**config.mk**
```make
export PLATFORM = sky130hd
export DESIGN_NAME = npc_fetch_flat
export DESIGN_NICKNAME = d
export VERILOG_FILES = /design/src/rtl/npc_fetch_if.sv /design/src/rtl/npc_fetch.sv /design/src/flat_wrapper.sv
export SDC_FILE = /design/constraint.sdc
export NUM_CORES = 1
export LEC_CHECK = 0
export CAP_MARGIN = 20
export CELL_PAD_IN_SITES_DETAIL_PLACEMENT = 0
export CELL_PAD_IN_SITES_GLOBAL_PLACEMENT = 1
export CORE_ASPECT_RATIO = 0.6
export CORE_MARGIN = 4
export CORE_UTILIZATION = 43
export DETAILED_ROUTE_END_ITERATION = 12
export DONT_BUFFER_PORTS = 1
export PLACE_DENSITY_LB_ADDON = 0.1
export RECOVER_POWER = 25
export SETUP_SLACK_MARGIN = 0.3
export SYNTH_ARGS = -nofsm -noshare
export SYNTH_HDL_FRONTEND = slang
export SYNTH_SLANG_ARGS = --single-unit
```
**constraint.sdc**
```tcl
create_clock -name clk -period 4.2 [get_ports clk]
set_input_delay 0.42 -clock clk [delete_from_list [all_inputs] [get_ports clk]]
set_output_delay 0.42 -clock clk [all_outputs]
set_load 0.02 [all_outputs]
```
**src/rtl/npc_fetch_if.sv**
```systemverilog
// Instruction-memory read port between the fetch unit and the instruction store.
// The fetch side drives the request and address; memory answers with ack and data.
interface npc_fetch_if;
    logic        im_req;
    logic [31:0] im_addr;
    logic        im_ack;
    logic [31:0] im_rdata;

    modport master (
        output im_req,
        output im_addr,
        input  im_ack,
        input  im_rdata
    );

    modport slave (
        input  im_req,
        input  im_addr,
        output im_ack,
        output im_rdata
    );
endinterface

```
**src/rtl/npc_fetch.sv**
```systemverilog
// Two-state fetch/execute sequencer: reads one instruction, holds it for execute,
// then retires it by loading the next PC selected by NPCOp and the ALU flags.
module npc_fetch #(
    parameter logic [31:0] RESET_PC = 32'h0000_3000
) (
    input  logic              clk,
    input  logic              rstn,
    input  logic [3:0]        NPCOp,
    input  logic [15:0]       imm16,
    input  logic [25:0]       imm26,
    input  logic [31:0]       rs_data,
    input  logic              alu_zero,
    input  logic              alu_neg,
    input  logic              hold,
    npc_fetch_if.master       imem,
    output logic [31:0]       instr,
    output logic              instr_valid,
    output logic [31:0]       PC,
    output logic [31:0]       PC4,
    output logic              addr_err,
    output logic [31:0]       icount
);

    localparam logic [3:0] NPC_PLUS4 = 4'd0;
    localparam logic [3:0] NPC_BEQ   = 4'd1;
    localparam logic [3:0] NPC_BNE   = 4'd2;
    localparam logic [3:0] NPC_BGTZ  = 4'd3;
    localparam logic [3:0] NPC_BLEZ  = 4'd4;
    localparam logic [3:0] NPC_BLTZ  = 4'd5;
    localparam logic [3:0] NPC_BGEZ  = 4'd6;
    localparam logic [3:0] NPC_JUMP  = 4'd7;
    localparam logic [3:0] NPC_JUMPR = 4'd8;

    typedef enum logic [0:0] {StFetch, StExec} state_e;

    state_e      state_q, state_d;
    logic [31:0] pc_q, pc_d;
    logic [31:0] instr_q, instr_d;
    logic [31:0] icount_q, icount_d;
    logic        addr_err_q, addr_err_d;

    logic [31:0] pc4;
    logic [31:0] br_off;
    logic [31:0] br_target;
    logic [31:0] jump_target;
    logic        br_taken;
    logic [31:0] target;

    assign pc4         = pc_q + 32'd4;
    assign br_off      = {{14{imm16[15]}}, imm16, 2'b00};
    assign br_target   = pc4 + br_off;
    assign jump_target = {pc4[31:28], imm26, 2'b00};

    // Branch condition from the flags the ALU produced for this instruction.
    always_comb begin
        br_taken = 1'b0;
        unique case (NPCOp)
            NPC_BEQ:  br_taken = alu_zero;
            NPC_BNE:  br_taken = !alu_zero;
            NPC_BGTZ: br_taken = !alu_zero && !alu_neg;
            NPC_BLEZ: br_taken = alu_zero || alu_neg;
            NPC_BLTZ: br_taken = alu_neg;
            NPC_BGEZ: br_taken = !alu_neg;
            default:  br_taken = 1'b0;
        endcase
    end

    // Unknown selector codes fall back to sequential flow.
    always_comb begin
        target = pc4;
        unique case (NPCOp)
            NPC_PLUS4: target = pc4;
            NPC_BEQ, NPC_BNE, NPC_BGTZ,
            NPC_BLEZ, NPC_BLTZ, NPC_BGEZ:
                       target = br_taken ? br_target : pc4;
            NPC_JUMP:  target = jump_target;
            NPC_JUMPR: target = rs_data;
            default:   target = pc4;
        endcase
    end

    always_comb begin
        state_d    = state_q;
        pc_d       = pc_q;
        instr_d    = instr_q;
        icount_d   = icount_q;
        addr_err_d = 1'b0;
        unique case (state_q)
            StFetch: begin
                if (imem.im_ack) begin
                    instr_d = imem.im_rdata;
                    state_d = StExec;
                end
            end
            StExec: begin
                if (!hold) begin
                    // Misaligned targets are forced onto a word boundary and flagged.
                    pc_d       = {target[31:2], 2'b00};
                    addr_err_d = |target[1:0];
                    icount_d   = icount_q + 32'd1;
                    state_d    = StFetch;
                end
            end
            default: state_d = StFetch;
        endcase
    end

    always_ff @(posedge clk or negedge rstn) begin
        if (!rstn) begin
            state_q    <= StFetch;
            pc_q       <= RESET_PC;
            instr_q    <= 32'd0;
            icount_q   <= 32'd0;
            addr_err_q <= 1'b0;
        end else begin
            state_q    <= state_d;
            pc_q       <= pc_d;
            instr_q    <= instr_d;
            icount_q   <= icount_d;
            addr_err_q <= addr_err_d;
        end
    end

    // Request is gated by reset so it drops the moment reset asserts.
    assign imem.im_req  = (state_q == StFetch) && rstn;
    assign imem.im_addr = pc_q;
    assign instr        = instr_q;
    assign instr_valid  = (state_q == StExec);
    assign PC           = pc_q;
    assign PC4          = pc4;
    assign addr_err     = addr_err_q;
    assign icount       = icount_q;

    exit_retires_one: assert property (@(posedge clk) disable iff (!rstn)
        (state_q == StExec && !hold) |=> (icount_q == $past(icount_q) + 32'd1));

    hold_freezes: assert property (@(posedge clk) disable iff (!rstn)
        (state_q == StExec && hold) |=>
        (state_q == StExec && $stable(pc_q) && $stable(instr_q) && $stable(icount_q)));

    exit_aligns_pc: assert property (@(posedge clk) disable iff (!rstn)
        (state_q == StExec && !hold) |=> (pc_q[1:0] == 2'b00));

    err_single_pulse: assert property (@(posedge clk) disable iff (!rstn)
        addr_err_q |=> !addr_err_q);

endmodule

```
**src/flat_wrapper.sv**
```systemverilog
// flat-port wrapper written by rule: the top's interface ports become plain ports
module npc_fetch_flat 
#(
    parameter logic [31:0] RESET_PC = 32'h0000_3000
)
  (clk, rstn, NPCOp, imm16, imm26, rs_data, alu_zero, alu_neg, hold, instr, instr_valid, PC, PC4, addr_err, icount, imem_im_req, imem_im_addr, imem_im_ack, imem_im_rdata);
  npc_fetch_if imem_i ();
  input  logic clk;
  input  logic rstn;
  input  logic [3:0] NPCOp;
  input  logic [15:0] imm16;
  input  logic [25:0] imm26;
  input  logic [31:0] rs_data;
  input  logic alu_zero;
  input  logic alu_neg;
  input  logic hold;
  output logic [31:0] instr;
  output logic instr_valid;
  output logic [31:0] PC;
  output logic [31:0] PC4;
  output logic addr_err;
  output logic [31:0] icount;
  output wire logic [$bits(imem_i.im_req)-1:0] imem_im_req;
  output wire logic [$bits(imem_i.im_addr)-1:0] imem_im_addr;
  input wire logic [$bits(imem_i.im_ack)-1:0] imem_im_ack;
  input wire logic [$bits(imem_i.im_rdata)-1:0] imem_im_rdata;
  assign imem_im_req = imem_i.im_req;
  assign imem_im_addr = imem_i.im_addr;
  assign imem_i.im_ack = imem_im_ack;
  assign imem_i.im_rdata = imem_im_rdata;
  npc_fetch #(.RESET_PC(RESET_PC)) u_core (.clk(clk), .rstn(rstn), .NPCOp(NPCOp), .imm16(imm16), .imm26(imm26), .rs_data(rs_data), .alu_zero(alu_zero), .alu_neg(alu_neg), .hold(hold), .imem(imem_i), .instr(instr), .instr_valid(instr_valid), .PC(PC), .PC4(PC4), .addr_err(addr_err), .icount(icount));
endmodule
```
==> results of run 1 <==
[worst min path at each step]
stage | end | slack [ns]
6_report | u_core.instr_valid$_DFF_PN0_ | 0.20
5_1_grt | u_core.instr_valid$_DFF_PN0_ | 0.20
4_1_cts | u_core.PC[9]$_DFFE_PN0P_ | 0.004
3_5_place_dp | u_core.PC[9]$_DFFE_PN0P_ | 0.13
3_3_place_gp | u_core.PC[10]$_DFFE_PN0P_ | 0.13
2_1_floorplan | u_core.PC[10]$_DFFE_PN0P_ | 0.12
[routing by layer]
| metal | track usage | vias up | wire length (um) |
|---|---|---|---|
| li1 | - | 2922 | - |
| met1 | 0.409 | 3171 | 12000 |
| met2 | 0.391 | 311 | 11200 |
| met3 | 0.0892 | 15 | 2680 |
| met4 | 0.0421 | 0 | 211 |
| met5 | 0 | - | 0 |
[Yosys cell counts (3+ instances only)]
cell type / number
sky130_fd_sc_hd__a211oi_1: 9
sky130_fd_sc_hd__a21o_1: 22
sky130_fd_sc_hd__a21oi_1: 45
sky130_fd_sc_hd__a221o_1: 8
sky130_fd_sc_hd__a221oi_1: 19
sky130_fd_sc_hd__a22o_1: 4
sky130_fd_sc_hd__a22oi_1: 4
sky130_fd_sc_hd__a31oi_1: 7
sky130_fd_sc_hd__a32oi_1: 3
sky130_fd_sc_hd__and2_1: 4
sky130_fd_sc_hd__and3_1: 12
sky130_fd_sc_hd__and4_1: 6
sky130_fd_sc_hd__buf_2: 5
sky130_fd_sc_hd__buf_4: 36
sky130_fd_sc_hd__clkbuf_1: 23
sky130_fd_sc_hd__dfrtp_1: 94
sky130_fd_sc_hd__ha_1: 38
sky130_fd_sc_hd__inv_1: 21
sky130_fd_sc_hd__mux2_2: 32
sky130_fd_sc_hd__nand2_1: 62
sky130_fd_sc_hd__nand2b_1: 6
sky130_fd_sc_hd__nand3_1: 30
sky130_fd_sc_hd__nand3b_1: 3
sky130_fd_sc_hd__nand4_1: 18
sky130_fd_sc_hd__nor2_1: 58
sky130_fd_sc_hd__nor2b_1: 6
sky130_fd_sc_hd__nor3_1: 16
sky130_fd_sc_hd__o21a_1: 6
sky130_fd_sc_hd__o21ai_0: 33
sky130_fd_sc_hd__o21ai_1: 4
sky130_fd_sc_hd__o22ai_1: 3
sky130_fd_sc_hd__o31ai_1: 3
sky130_fd_sc_hd__or3_1: 4
sky130_fd_sc_hd__xnor2_1: 52
sky130_fd_sc_hd__xor2_1: 24
[timing repair]
item	CTS	global route
hold buffers	1	0
setup endpoints to repair	11	12
resized for setup	39	58
buffers inserted	24	27
hold endpoints to repair	96	0
pin swaps	23	45
[power by group through the flow]
| stage | Combinational (mW) | Clock [mW] | Sequential [mW] |
|---|---|---|---|
| detailed placement | 3.60 | 0 | 1.56 |
| floorplan | 2.44 | 0 | 1.71 |
| global route | 4.61 | 0.909 | 1.59 |
| CTS | 3.88 | 0.867 | 1.56 |
| global placement | 3.60 | 0 | 1.56 |
| finish | 4.31 | 0.857 | 1.56 |
[final cells by class]
class | instances | area share
Multi-Input combinational cell | 586 | 0.535
Sequential cell | 96 | 0.275
Timing Repair Buffer | 133 | 0.118
Tap cell | 203 | 0.0289
Clock buffer | 9 | 0.0256
Clock inverter | 7 | 0.00926
Inverter | 21 | 0.00897
[layout by cell type (no fill, tap or decap), drive strengths merged, types with 18 or more instances in the layout]
master and instances:
a221oi 19, nor2 59, a21o 22, xnor2 52, nand4 18, buf 132, nand2 62, ha 38
dfrtp 94, inv 25, xor2 24, mux2 32, a21oi 46, o21ai 37, nand3 30
[state kept, by name (all words and copies together) (netlist names)]
signal,count
u_core.PC,30
u_core.addr_err,1
u_core.icount,32
u_core.instr,32
u_core.instr_valid,1
[cells by family after synthesis]
| logic type | count (synthesis) | synth area share |
|---|---|---|
| buf+inv | 87 | 0.0672 |
| other cells | 1 | 0.000539 |
| compound gates | 199 | 0.201 |
| xor+xnor | 76 | 0.0956 |
| fa+ha+maj | 39 | 0.0712 |
| flops | 96 | 0.345 |
| mux | 33 | 0.0532 |
| simple gates | 233 | 0.166 |
[worst register-to-register path, delay by kind of cell (launching register included)]
kind | cells | cell delay, ns
buffers and inverters | 3 | 0.44
adder cells (fa/ha/maj) | 2 | 0.34
multiplexers | 1 | 0.18
flip-flops | 1 | 0.42
AND/OR/NAND/NOR | 6 | 0.86
XOR/XNOR | 1 | 0.21
AO/OA/AOI/OAI | 7 | 1.36
==> reports/results.ini, run 1 <==
[run_status]
run_status = complete, but fails checks
violations_in_the_final_reports = capacitance limit, slew limit

[worst_setup_path]
startpoint_of_the_worst_register_to_register_path = u_core.PC[3]$_DFFE_PN0P_
ff2ff_setup_slack_ns = 0.28
timing.critical_path.slowest_cell_delay_ns = 0.42
worst_path_cell_trace = ha_4, nand4_1, buf_4, nor4_4, buf_4, and2_4, and3_4, nand3_4, xor2_2, inv_2, buf_4, buf_4, buf_4, buf_4, buf_4, buf_4, buf_4, buf_4, buf_4, buf_6
worstPathMaxFanout = 3
required_ns = 3.78
cpMaxStageDelayCell = sky130_fd_sc_hd__dfrtp_2
total_buffers_and_inverters_traversed_by_the_critical_path = 13
critical_path_arrival_ns = 3.57
criticalPathCategory = reg -> out
startpoint_type = register
path_common_cell = sky130_fd_sc_hd__buf_4
r2r-end = u_core.PC[31]$_DFFE_PN0P_
cp_num_cells = 20
worstRegToRegCells = 20
timing.critical_path.to_type = primary output
setup.worst_path.end = PC4[26]
critical_path.startpoint = u_core.PC[3]$_DFFE_PN0P_
critPathTopFamily = buffers and inverters

[yosys]
synth_largest_area_cell = sky130_fd_sc_hd__dfrtp_1
synth.yosys.seq_area_share = 0.345
postSynth.topFlopCell = sky130_fd_sc_hd__dfrtp_1
ys.warnings.count = 0
netlist_instances = 764
ys_seq_elements = 96
postSynth.asyncResetShare = 1.00
syn_avg_cell_area_sq_um = 9.11
synth-edff-count = 0
synth.top_cells.by_area = sky130_fd_sc_hd__dfrtp_1, sky130_fd_sc_hd__ha_1, sky130_fd_sc_hd__xnor2_1, sky130_fd_sc_hd__mux2_2, sky130_fd_sc_hd__buf_4
synth_top_area_share = 0.338
syn_area_sq_um = 6960
synth.lib_cells_used.distinct = 69

[routing]
drt_wl_total_um = 26100
wl_per_cell_um = 24.8
route.vias.total = 6419
drt_first_iter_violations = 557
detailedRoute.firstPassIterationCount = 7
ant_nets = 0
viasPerCell = 6.08
drc = 0

[floorplan]
die-width_um = 172
start_util = 0.447
dieArea_sq_um = 18400
core_sq_um = 15600
i_o_pins = 279
rows = 35
die_h_um = 107

[sta]
final.setup.worst_slack_ns = 0.212
final_hold_viol_count = 0
skew_ns = 0.0131
grt_setup_unrepaired = yes
fmax_ghz = 0.251
worst_slew_pin_slew_ns = 2.49
setup_viol = 0
relSlewSlack = -0.660
final_period_minus_worst_setup_slack_ns = 3.99
finalCritPeriodShare = 0.950
timing_max_transition_violations_final = 97
fin_setup_tns_ns = 0
final.hold.worst_slack_ns = 0.197

[power]
design_power_total_mw = 6.73
seqPwrFrac = 0.232
power_frac_comb = 0.641
leakage_nw = 3.81
swShare = 0.505
power.share.clock = 0.127
ir_worst_vdd_v = 0.000475
intPower_mw = 3.33
power.density_cell_area_nw_per_um2 = 765
net_switching_power_of_the_design_mw = 3.39

[placed_design]
numPlacedInstances = 987
globalplace.congestion = 0.934
port_buffers = 0
dpl.hpwl_um = 19700
placement.setup.worst_slack_ns = -0.101
postPlaceCellArea_sq_um = 7620

[finish]
insertedDiodeCount = 0
signed_area_change_from_the_synthesized_netlist_to_the_final_layout_pct = 26.2
design.final.nets = 1002
ff_latch_area_sq_um = 2410
nFillCells = 1371
final_area_sq_um = 8790
final_cell_count_no_fill = 1055
drive_above_1_share = 0.327
final_core_utilization = 0.564
multi_input_area_sq_um = 4700

[clock_tree]
cts-root-to-sink-buffers = 2
clock_sinks = 96
clock_tree.htree_level_count = 3
clk_latency_ns = 0.35
clock_root_cell = sky130_fd_sc_hd__clkbuf_16
cts_tree = yes
path_clk_slew_ns = 0.08
tritoncts.num_buffers = 9

[grt]
grt_pass1_vias = 6240
grt_pass1_wl_um = 38600
grt_util_all_layers = 0.273
grt_max_degree = 97
antenna_found_initial = 0
grt-ovfl-total = 0

[hold_path]
min-delay-path-class = in -> reg
timing.hold.worst_path_depth = 1
hold_start = hold

[flow_run]
max_cap_viol_count = 1

No activity file was read; power rests on OpenSTA's default activity.
==> inputs of run 2 (changes only) <==
--- a/config.mk
+++ b/config.mk
@@ -9,13 +9,13 @@
 export CELL_PAD_IN_SITES_DETAIL_PLACEMENT = 0
 export CELL_PAD_IN_SITES_GLOBAL_PLACEMENT = 1
 export CORE_ASPECT_RATIO = 0.6
-export CORE_MARGIN = 4
 export CORE_UTILIZATION = 43
 export DETAILED_ROUTE_END_ITERATION = 12
 export DONT_BUFFER_PORTS = 1
 export PLACE_DENSITY_LB_ADDON = 0.1
 export RECOVER_POWER = 25
 export SETUP_SLACK_MARGIN = 0.3
+export SLEW_MARGIN = 5
 export SYNTH_ARGS = -nofsm -noshare
 export SYNTH_HDL_FRONTEND = slang
 export SYNTH_SLANG_ARGS = --single-unit
==> reports/results.ini, run 2 (synthesized netlist as in run 1, its figures left out) <==
[run_status]
run_status = complete, but fails checks
violations_in_the_final_reports = DRC, capacitance limit, slew limit

[clock_tree]
clock_sinks = 96
clk_latency_ns = 0.35
clock_tree.htree_level_count = 3
cts-root-to-sink-buffers = 2
clock_root_cell = sky130_fd_sc_hd__clkbuf_16
tritoncts.num_buffers = 9
path_clk_slew_ns = 0.08
cts_tree = yes

[power]
leakage_nw = 3.70
power.density_cell_area_nw_per_um2 = 765
power_frac_comb = 0.631
power.share.clock = 0.137
design_power_total_mw = 6.60
seqPwrFrac = 0.232
ir_worst_vdd_v = 0.000490
intPower_mw = 3.28
swShare = 0.503
net_switching_power_of_the_design_mw = 3.32

[finish]
nFillCells = 1384
insertedDiodeCount = 0
design.final.nets = 983
final_cell_count_no_fill = 1036
layout_commonest_cell = sky130_fd_sc_hd__buf_4
final_core_utilization = 0.554
mostFrequentLayoutCells = sky130_fd_sc_hd__buf_4, sky130_fd_sc_hd__dfrtp_1, sky130_fd_sc_hd__nand2_1
signed_area_change_from_the_synthesized_netlist_to_the_final_layout_pct = 24.0
drive_above_1_share = 0.307

[grt]
grt_pass1_wl_um = 37400
grt_util_all_layers = 0.296
antenna_found_initial = 0
grt_max_degree = 97
grt-ovfl-total = 0
grt_pass1_vias = 6091

[sta]
final_period_minus_worst_setup_slack_ns = 3.85
worst_slew_pin_slew_ns = 2.52
setup_viol = 0
final.setup.worst_slack_ns = 0.350
grt_setup_unrepaired = yes
fin_setup_tns_ns = 0
timing_max_transition_violations_final = 97
relSlewSlack = -0.681
final_hold_viol_count = 0
fmax_ghz = 0.260
finalCritPeriodShare = 0.917
skew_ns = 0.00615

[worst_setup_path]
ff2ff_setup_slack_ns = 0.35
startpoint_type = register
timing.critical_path.to_type = register
critical_path_arrival_ns = 4.07
criticalPathCategory = reg -> reg
worstPathMaxFanout = 4
required_ns = 4.42

[flow_run]
max_cap_viol_count = 1

[floorplan]
dieArea_sq_um = 16700
rows = 35
die-width_um = 166
die_h_um = 101
start_util = 0.447
i_o_pins = 279
core_sq_um = 15600

[routing]
viasPerCell = 6.10
wl_per_cell_um = 24.5
route.vias.total = 6324
drt_first_iter_violations = 678
detailedRoute.firstPassIterationCount = 9
drt_wl_total_um = 25400
ant_nets = 0
drc = 9

[placed_design]
placement.setup.worst_slack_ns = 0.0819
globalplace.congestion = 0.945
port_buffers = 0
dpl.hpwl_um = 19500
numPlacedInstances = 1000

[hold_path]
min-delay-path-class = in -> reg

run 2: cell types whose count changed in the layout (fill, tap and decap cells not counted), sizes merged:
cell	previous run	this run
inv	25	22
clkinvlp	0	2
buf	132	113
bufinv	0	1
run 2: cell type report:
class | count | area (sq um) | share of cell area
clock buffer | 9 | 225 | 0.0261
clock inverter | 7 | 100 | 0.0116
inverter | 21 | 86.3 | 0.0100
multi-input combinational | 586 | 4690 | 0.544
sequential | 96 | 2410 | 0.280
tap | 203 | 254 | 0.0294
timing repair buffer | 114 | 861 | 0.0997
run 2: metal layers:
layer	wire (um)	part of all wire	up-vias	GRT usage
met5	0	0	-	0
met4	93	0.0037	0	0.0434
met3	2370	0.093	8	0.0891
met2	10600	0.42	281	0.423
met1	12300	0.49	3146	0.442
li1	-	-	2889	-
run 2: path summary, 6_finish.rpt:
path / start / end / cells after the start
setup / recovery: u_core.PC[12]$_DFFE_PN1P_ / u_core.PC[31]$_DFFE_PN0P_ / 16
hold / removal: hold / u_core.instr_valid$_DFF_PN0_ / 1
setup reg to reg: u_core.PC[12]$_DFFE_PN1P_ / u_core.PC[31]$_DFFE_PN0P_ / 16
hold reg to reg: u_core.PC[12]$_DFFE_PN1P_ / u_core.PC[12]$_DFFE_PN1P_ / 2
max in group asynchronous: rstn / u_core.PC[3]$_DFFE_PN0P_ / 1
min in group asynchronous: rstn / u_core.PC[8]$_DFFE_PN0P_ / 1
run 2: repair_timing:
item	CTS	global route
buffers inserted	6	13
endpoints found under the hold margin	96	0
gates resized for setup	7	74
hold buffers	1	0
setup endpoints to repair	9	12
pin swaps	5	34
run 2: critical path: stages, from the launching register on:
cell	delay [ns]
sky130_fd_sc_hd__dfstp_2	0.56
sky130_fd_sc_hd__clkinvlp_4	0.16
sky130_fd_sc_hd__nor4_4	0.22
sky130_fd_sc_hd__buf_4	0.18
sky130_fd_sc_hd__nand3_2	0.12
sky130_fd_sc_hd__nor2_2	0.17
sky130_fd_sc_hd__xor2_2	0.22
sky130_fd_sc_hd__ha_4	0.25
sky130_fd_sc_hd__and4_4	0.19
sky130_fd_sc_hd__and2_4	0.14
sky130_fd_sc_hd__a22o_4	0.24
sky130_fd_sc_hd__nor3_4	0.22
sky130_fd_sc_hd__a21oi_2	0.11
sky130_fd_sc_hd__a311o_1	0.30
sky130_fd_sc_hd__mux2i_2	0.18
sky130_fd_sc_hd__a2111oi_2	0.37
sky130_fd_sc_hd__nor3_2	0.09
run 2: per-stage QoR:
step	cell area, sq um	hold WS, ns
after floorplan	7120	0.124
after detailed placement	7720	0.126
after global placement	7720	0.126
after global routing	8630	0.187
after CTS	8140	0.00833
final	8630	0.194
run 2: power groups by stage:
stage               clock (mW)  combinational, mW  sequential [mW]
floorplan                    0               2.44             1.71
global placement             0               3.69             1.53
detailed placement           0               3.69             1.54
CTS                      0.917               3.76             1.52
global route             0.952               4.45             1.56
finish                   0.902               4.17             1.54
==> inputs of run 3 (changes only) <==
--- a/config.mk
+++ b/config.mk
@@ -9,7 +9,7 @@
 export CELL_PAD_IN_SITES_DETAIL_PLACEMENT = 0
 export CELL_PAD_IN_SITES_GLOBAL_PLACEMENT = 1
 export CORE_ASPECT_RATIO = 0.6
-export CORE_UTILIZATION = 43
+export CORE_UTILIZATION = 45
 export DETAILED_ROUTE_END_ITERATION = 12
 export DONT_BUFFER_PORTS = 1
 export PLACE_DENSITY_LB_ADDON = 0.1
==> reports/results.ini, run 3 (synthesized netlist as in run 1, its figures left out) <==
[clock_tree]
clock_sinks = 96
path_clk_slew_ns = 0.07
clock_root_cell = sky130_fd_sc_hd__clkbuf_16
clock_tree.htree_level_count = 3
tritoncts.num_buffers = 9
cts-root-to-sink-buffers = 2
cts_tree = yes
clk_latency_ns = 0.35

[worst_setup_path]
timing.critical_path.to_type = register
critical_path_arrival_ns = 4.14
required_ns = 4.42
worst_path_cell_trace = ha_4, nand4_1, nor4_2, buf_4, nand3_4, nor2_4, xor2_2, ha_4, and4_1, and2_1, and4_2, nor3_4, a21oi_2, a311o_1, mux2i_2, a2111oi_2, nor3_1
timing.critical_path.slowest_cell_delay_ns = 0.41
path_common_cell = sky130_fd_sc_hd__ha_4
cpMaxStageDelayCell = sky130_fd_sc_hd__dfrtp_2
startpoint_type = register
critPathTopFamily = simple AND/OR/NAND/NOR gates
criticalPathCategory = reg -> reg
total_buffers_and_inverters_traversed_by_the_critical_path = 1
worstPathMaxFanout = 4

[floorplan]
i_o_pins = 279
core_sq_um = 14800
die_h_um = 98.4
start_util = 0.470
dieArea_sq_um = 16000
die-width_um = 163
rows = 34

[run_status]
run_status = complete, but fails checks
violations_in_the_final_reports = capacitance limit, slew limit

[routing]
drt_wl_total_um = 24500
route.vias.total = 6252
viasPerCell = 6.11
ant_nets = 0
detailedRoute.firstPassIterationCount = 5
drt_first_iter_violations = 465
drc = 0
wl_per_cell_um = 23.9

[sta]
final_period_minus_worst_setup_slack_ns = 3.92
relSlewSlack = -0.648
skew_ns = 0.0149
final_hold_viol_count = 0
fin_setup_tns_ns = 0
setup_viol = 0
timing_max_transition_violations_final = 97
fmax_ghz = 0.255
finalCritPeriodShare = 0.933
grt_setup_unrepaired = yes
worst_slew_pin_slew_ns = 2.47

[placed_design]
port_buffers = 0
dpl.hpwl_um = 18800
globalplace.congestion = 0.928
numPlacedInstances = 986

[power]
intPower_mw = 3.22
swShare = 0.501
net_switching_power_of_the_design_mw = 3.24
power.share.clock = 0.140
power.density_cell_area_nw_per_um2 = 764
leakage_nw = 3.63
ir_worst_vdd_v = 0.000510
seqPwrFrac = 0.239
power_frac_comb = 0.621
design_power_total_mw = 6.46

[grt]
grt_util_all_layers = 0.304
grt_pass1_vias = 5974
grt-ovfl-total = 0
grt_pass1_wl_um = 36800
antenna_found_initial = 0
grt_max_degree = 97

[finish]
signed_area_change_from_the_synthesized_netlist_to_the_final_layout_pct = 21.5
design.final.nets = 974
ff_latch_area_sq_um = 2410
multi_input_area_sq_um = 4600
nFillCells = 1345
drive_above_1_share = 0.285
mostFrequentLayoutCells = sky130_fd_sc_hd__buf_4, sky130_fd_sc_hd__dfrtp_1, sky130_fd_sc_hd__nand2_1
final_cell_count_no_fill = 1023
layout_commonest_cell = sky130_fd_sc_hd__buf_4

[hold_path]
min-delay-path-class = in -> reg

[flow_run]
max_cap_viol_count = 1

-- run 3: changes by cell type in the layout (fill, tap and decap cells not counted), sizes merged --
cell	before	now
inv	22	25
dlygate4sd3	0	1
clkinvlp	2	1
diode	0	1
buf	113	103
clkinv	3	1
-- run 3: final timing paths --
check                                                 to  slack (ns)  depth (start not counted)                          start
setup / recovery               u_core.PC[31]$_DFFE_PN0P_        0.28                         17       u_core.PC[2]$_DFFE_PN0P_
hold / removal              u_core.instr_valid$_DFF_PN0_        0.20                          1                           hold
setup reg to reg               u_core.PC[31]$_DFFE_PN0P_        0.28                         17       u_core.PC[2]$_DFFE_PN0P_
hold reg to reg            u_core.icount[31]$_DFFE_PN0P_        0.64                          1  u_core.icount[31]$_DFFE_PN0P_
max in group asynchronous       u_core.PC[2]$_DFFE_PN0P_        1.16                          2                           rstn
min in group asynchronous      u_core.PC[21]$_DFFE_PN0P_        1.42                          2                           rstn
-- run 3: what timing repair did --
item / CTS / global route
endpoints found under the setup margin: 7 / 11
hold buffers: 1 / 1
hold endpoints to repair: 96 / 2
buffers inserted: 3 / 15
pin swaps: 4 / 24
resized for setup: 13 / 56
-- run 3: layer usage --
layer | up-vias | share of wire | track usage
li1 | 2862 | - | -
met1 | 3073 | 0.47 | 0.455
met2 | 295 | 0.41 | 0.426
met3 | 22 | 0.11 | 0.104
met4 | 0 | 0.0087 | 0.0431
met5 | - | 0 | 0
-- run 3: cell type report --
cell class | count | area share
well taps | 198 | 0.0293
diodes | 1 | 0.000296
multi-input cells | 586 | 0.544
clock inverters | 7 | 0.0112
clock buffers | 9 | 0.0266
inverters | 21 | 0.00976
repair buffers | 105 | 0.0937
flip-flops and latches | 96 | 0.285
-- run 3: worst register-to-register path: cells and delay by family (launching register included) --
kind	cells	cell delay [ns]
AO/OA/AOI/OAI	3	0.74
XOR/XNOR	1	0.24
AND/OR/NAND/NOR	9	1.59
adder cells (fa/ha/maj)	2	0.43
multiplexers	1	0.18
buffers and inverters	1	0.21
flip-flops	1	0.41
-- run 3: stage by stage --
step	area, sq um	setup WS [ns]	hold slack (ns)	util
after floorplan	7120	0.309	0.124	-
after global placement	7640	0.165	0.126	0.516
after detailed placement	7640	0.129	0.126	0.516
after CTS	8070	0.263	0.0141	0.545
after global routing	8450	0.115	0.192	0.571
final	8460	0.282	0.197	0.571
-- run 3: power groups by stage --
stage	Combinational (mW)	Sequential (mW)	Clock (mW)
after floorplan	2.44	1.71	0
after global placement	3.59	1.55	0
after detailed placement	3.60	1.55	0
after CTS	3.69	1.53	0.924
after global routing	4.32	1.57	0.953
final	4.01	1.54	0.908
